File: src/rtl/amt_recovery_ctrl_pkg.sv
`default_nettype none
// ============================================================================
// Module   : amt_recovery_ctrl_pkg
// Brief    : Shared sizing constants and state encoding for AMT recovery.
// Revision : 1.0 - initial release
// ============================================================================
package amt_recovery_ctrl_pkg;

   localparam int SIZE_RMT     = 34;
   localparam int SIZE_RMT_LOG = 6;
   localparam int COMMIT_WIDTH = 4;

   typedef enum logic [1:0] {
      IDLE = 2'd0,
      WALK = 2'd1,
      DONE = 2'd2
   } state_t;

endpackage
`default_nettype wire

File: src/rtl/amt_group_mask.sv
`default_nettype none
// ============================================================================
// Module   : amt_group_mask
// Brief    : Lane-enable mask for one 4-entry copy group starting at i_base.
// Revision : 1.0 - initial release
// ============================================================================
module amt_group_mask
   import amt_recovery_ctrl_pkg::*;
#(
   parameter int SIZE_RMT     = amt_recovery_ctrl_pkg::SIZE_RMT,
   parameter int SIZE_RMT_LOG = amt_recovery_ctrl_pkg::SIZE_RMT_LOG
) (
   input  logic [SIZE_RMT_LOG:0]   i_base,
   output logic [COMMIT_WIDTH-1:0] o_laneEn
);

   for (genvar k = 0; k < COMMIT_WIDTH; k++) begin : g_lane
      assign o_laneEn[k] = (32'(i_base) + 32'(k)) < 32'(SIZE_RMT);
   end

endmodule
`default_nettype wire

File: src/rtl/amt_recovery_ctrl.sv
`default_nettype none
// ============================================================================
// Module   : amt_recovery_ctrl
// Brief    : Walks the AMT four entries per cycle, copying it into the RMT.
// Revision : 1.0 - initial release
// ============================================================================
module amt_recovery_ctrl
   import amt_recovery_ctrl_pkg::*;
#(
   parameter int SIZE_RMT     = amt_recovery_ctrl_pkg::SIZE_RMT,
   parameter int SIZE_RMT_LOG = amt_recovery_ctrl_pkg::SIZE_RMT_LOG
) (
   input  logic                    clk,
   input  logic                    reset,
   input  logic                    recoverReq_i,
   output logic                    recoverBusy_o,
   output logic [SIZE_RMT_LOG-1:0] recoverBase_o,
   output logic [COMMIT_WIDTH-1:0] rmtWrEn_o,
   output logic                    commitHold_o,
   output logic                    recoverDone_o
);

   // One extra bit so base+4 past the table end never wraps to zero.
   localparam logic [SIZE_RMT_LOG:0] C_STEP = (SIZE_RMT_LOG + 1)'(COMMIT_WIDTH);

   state_t                  r_state;
   logic [SIZE_RMT_LOG:0]   r_base;
   logic                    r_busy;
   logic                    r_done;
   logic [COMMIT_WIDTH-1:0] r_wrEn;

   logic [SIZE_RMT_LOG:0]   w_baseInc;
   logic [SIZE_RMT_LOG:0]   w_baseNext;
   logic                    w_lastGroup;
   logic [COMMIT_WIDTH-1:0] w_maskNext;

   assign w_baseInc   = r_base + C_STEP;
   assign w_lastGroup = 32'(w_baseInc) >= 32'(SIZE_RMT);
   assign w_baseNext  = recoverReq_i ? '0 : w_baseInc;

   amt_group_mask #(
      .SIZE_RMT     (SIZE_RMT),
      .SIZE_RMT_LOG (SIZE_RMT_LOG)
   ) u_groupMask (
      .i_base   (w_baseNext),
      .o_laneEn (w_maskNext)
   );

   always_ff @(posedge clk) begin
      if (reset) begin
         r_state <= IDLE;
         r_base  <= '0;
         r_busy  <= 1'b0;
         r_done  <= 1'b0;
         r_wrEn  <= '0;
      end else begin
         case (r_state)
            IDLE: begin
               r_done <= 1'b0;
               if (recoverReq_i) begin
                  r_state <= WALK;
                  r_base  <= '0;
                  r_busy  <= 1'b1;
                  r_wrEn  <= w_maskNext;
               end
            end
            WALK: begin
               // A new request restarts from base 0 instead of finishing.
               if (recoverReq_i || !w_lastGroup) begin
                  r_base <= w_baseNext;
                  r_wrEn <= w_maskNext;
               end else begin
                  r_state <= DONE;
                  r_wrEn  <= '0;
                  r_done  <= 1'b1;
               end
            end
            DONE: begin
               r_done <= 1'b0;
               r_base <= '0;
               if (recoverReq_i) begin
                  r_state <= WALK;
                  r_wrEn  <= w_maskNext;
               end else begin
                  r_state <= IDLE;
                  r_busy  <= 1'b0;
               end
            end
            default: begin
               r_state <= IDLE;
               r_base  <= '0;
               r_busy  <= 1'b0;
               r_done  <= 1'b0;
               r_wrEn  <= '0;
            end
         endcase
      end
   end

   assign recoverBusy_o = r_busy;
   assign commitHold_o  = r_busy;
   assign recoverDone_o = r_done;
   assign rmtWrEn_o     = r_wrEn;
   assign recoverBase_o = r_base[SIZE_RMT_LOG-1:0];

endmodule
`default_nettype wire

File: config.mk
export PLATFORM = sky130hd
export DESIGN_NAME = amt_recovery_ctrl
export DESIGN_NICKNAME = d
export VERILOG_FILES = /design/src/rtl/amt_recovery_ctrl_pkg.sv /design/src/rtl/amt_group_mask.sv /design/src/rtl/amt_recovery_ctrl.sv
export SDC_FILE = /design/constraint.sdc
export NUM_CORES = 1
export LEC_CHECK = 0
export ABC_AREA = 1
export BUFFER_PORTS_ARGS = -buffer_cell sky130_fd_sc_hd__clkbuf_2
export CORE_MARGIN = 5
export CORE_UTILIZATION = 50
export CTS_CLUSTER_DIAMETER = 80
export DETAILED_ROUTE_END_ITERATION = 16
export PLACE_DENSITY_LB_ADDON = 0.12
export SLEW_MARGIN = 15
export SYNTH_ARGS = -nofsm -noshare
export SYNTH_HDL_FRONTEND = slang
export SYNTH_SLANG_ARGS = --single-unit
File: constraint.sdc
create_clock -name clk -period 2.3 [get_ports clk]
set_clock_uncertainty 0.2 [all_clocks]
set_input_delay 0.46 -clock clk [delete_from_list [all_inputs] [get_ports clk]]
set_output_delay 0.46 -clock clk [all_outputs]
set_load 0.005 [all_outputs]
==> summary.md <==
| Metric | Value |
|---|---|
| Yosys reg bits | 15 |
| 1st-iter DRT viols | 28 |
| Full die area | roughly 3300 um2 |
| Endpoints failing setup | 0 |
| Max Slew Vio Count | 0 |
| Total negative slack | 0 ps |
| Placed inst area | ~1200 um2 |
| Io pins | 16 |
| # H-tree levels | 1 |
| DP HPWL | 2.03 mm |
| Max FO, Critical Path | 10 |
| Number of enable flip-flop cells after synthesis | 0 |
| Synth Flop Type | dfxtp_1 |
| Top cell type's share of synthesized area | 26.7% |
| WL/cell | between 10 and 15 um |
| Remaining DRCs | 0 |
| Startpoint Class | flip-flop |
| Synth cell types | 21 |
| Clk sinks | 15 |
| Layout net count | between 200 and 250 |
| Largest net degree at the start of global routing | 15 |
| Critical path required time | roughly 2300 ps |
| Clock Path Buffers | 2 |
| Global-route wire length before repair | 4.44 mm |
| Final Cycle Share | between 80% and 90% |
| Most numerous cell in the Yosys netlist | nand2_1 |
| CP startpoint | r_base[2]$_SDFFE_PP0P_ |
| Crit Path Category | reg -> reg |
| First-pass DRT Iterations | 4 |
| R2r startpoint | r_base[2]$_SDFFE_PP0P_ |
| Setup Fix Bufs, Post-CTS | 0 |
| Synth cell count leaders | nand2_1, nor2_1, inv_1 |
| TritonCTS Buffers | 3 |
| Die H | 57.4 um |
| Clk pin slew, worst setup/hold paths | approximately 90 ps |
| P&R area growth vs syn | 8.80% |
| GRT Total Usage | 16.5% |
| Smallest hold slack | about 260 ps |
| Port buffer count | 15 |
| Post-DRT Antenna Nets | 0 |
| Final Hold Viols | 0 |
| Rows | 17 |
| Hold_buf cts | 0 |
| Worst VDD drop | approximately 0.00035 V |
| Via Count | 1134 |
| Vias in the first global route | ~1000 |
| Unrepaired setup endpoints after global routing | no |
| Final Cell Area | 1220 um2 |
| Clk_lat worst skew | roughly 280 ps |
| Fmax | 0.495 GHz |
| Initial antenna violation count | 0 |
| Synth area leader | dfxtp_1 |
| Synth Area per Inst | between 6 and 7 um2 |
| Worst hold path startpoint | reset |
| PostCTS Resize Cnt | 0 |
| Syn_nets | 194 |
| Crit end category | flip-flop |
| Post-Syn Instances | approximately 180 |
| Routed vias/inst | approximately 5 |
| Worst slack, placed | between 200 and 250 ps |
| Slew @ Worst Pin | between 400 and 500 ps |
| Cell leakage power | around 0.62 nW |
| Max-slew headroom | between 70% and 80% |
| Synth warn | 0 |
| Min-delay worst type | in -> reg |
| Max cap viols | 0 |
| Final setup margin | around 280 ps |
| Final WL | around 2.5 mm |
| Root Buffer | clkbuf_4 |
| CORE AREA | roughly 2200 um2 |
| Fraction of registers with async set/reset | 0% |
| CTS tree | done |
| Status | finished, final reports clean |
| Area contributors post-synth | dfxtp_1, nand2_1, nor2_1 |
| Synthesized area | ~1100 um2 |
| Initial Utilization | roughly 52% |
| Pwr Density | 403 nW/um2 |
| Grt total ovfl | 0 |
| Chip Width | between 50 and 60 um |
| Share of cells above drive strength 1 | ~15% |
| Antenna Cells | 0 |
| Arr. time, crit path | between 2000 and 2500 ps |
| Register area share after synthesis | 26.7% |
| Gpl congestion | roughly 0.9 |
| Fin crit period | approximately 2000 ps |
## worst paths after layout
| path | cells after the start | slack [ps] | end |
|---|---|---|---|
| max | 10 | 280 | rmtWrEn_o[1]$_SDFFE_PP0P_ |
| min | 2 | 260 | r_base[3]$_SDFFE_PP0P_ |
| max reg2reg | 10 | 280 | rmtWrEn_o[1]$_SDFFE_PP0P_ |
| min reg2reg | 2 | 280 | rmtWrEn_o[3]$_SDFFE_PP0P_ |
## where the power goes
group	total, W	switching, W	internal [W]
combinational	0.0000666	0.0000407	0.0000258
sequential	0.000277	0.00000839	0.000269
clock	0.000149	0.0000846	0.0000645
total	0.000493	0.000134	0.000359
## stage by stage
stage	util (%)	instances	power, W
5_1_grt	56.3	225	0.000527
3_3_place_gp	55.1	221	0.000349
4_1_cts	56.3	225	0.000502
3_5_place_dp	55.1	221	0.000350
6_report	56.3	225	0.000493
2_1_floorplan	-	184	0.000328
## layer usage
metal | global-route usage [%] | up-vias | part of all wire, %
met5 | 0 | - | 0
met4 | 5.63 | 0 | 1.9
met3 | 3.39 | 4 | 3.0
met2 | 26.8 | 17 | 47
met1 | 21.5 | 506 | 48
li1 | - | 607 | -
## worst max-delay path, stage by stage (launching register included)
cell     delay, ps
dfxtp_1        530
ha_1           320
nand2_1        250
inv_2          110
nand2_1         80
nand2_1         40
nor2_1          90
nand3_1         90
nand2_1         80
nand2_1         40
a21oi_1        120
## flip-flops by register name (all words and copies together) (netlist names)
register       flops
commitHold_o       1
recoverDone_o      1
rmtWrEn_o          4
r_state            2
r_base             7
## cells by family after synthesis
kind of cell / after synthesis / synth area share, %
fa+ha+maj: 7 / 7.79
compound gates: 16 / 7.68
simple gates: 109 / 42.5
buf+inv: 36 / 14.5
xor+xnor: 1 / 0.780
flops: 15 / 26.7
## cell usage in the layout, fill, tap and decap left out
cell | synthesis | routed
nand3_1 | 20 | 20
clkbuf_4 | 0 | 3
nor2_4 | 1 | 1
a211oi_1 | 1 | 1
nor3_1 | 3 | 3
dfxtp_1 | 15 | 15
inv_1 | 24 | 24
xor2_1 | 1 | 1
buf_4 | 7 | 3
clkbuf_2 | 0 | 15
clkinv_2 | 0 | 1
nor2_1 | 27 | 27
a21oi_1 | 9 | 9
nand2_2 | 2 | 2
nor3b_1 | 1 | 1
ha_1 | 7 | 7
o21ai_0 | 5 | 5
nand3_2 | 1 | 1
o21ai_2 | 1 | 1
nand4_1 | 7 | 7
inv_2 | 3 | 3
nand2_1 | 47 | 47
## final cells by class
class	instances	area, um2
Fill cell	216	947
Multi-Input combinational cell	133	661
Sequential cell	15	300
Clock inverter	1	5.00
Timing Repair Buffer	18	97.6
Inverter	27	101
Clock buffer	3	22.5
Tap cell	28	35.0
No activity file was read; power rests on OpenSTA's default activity.
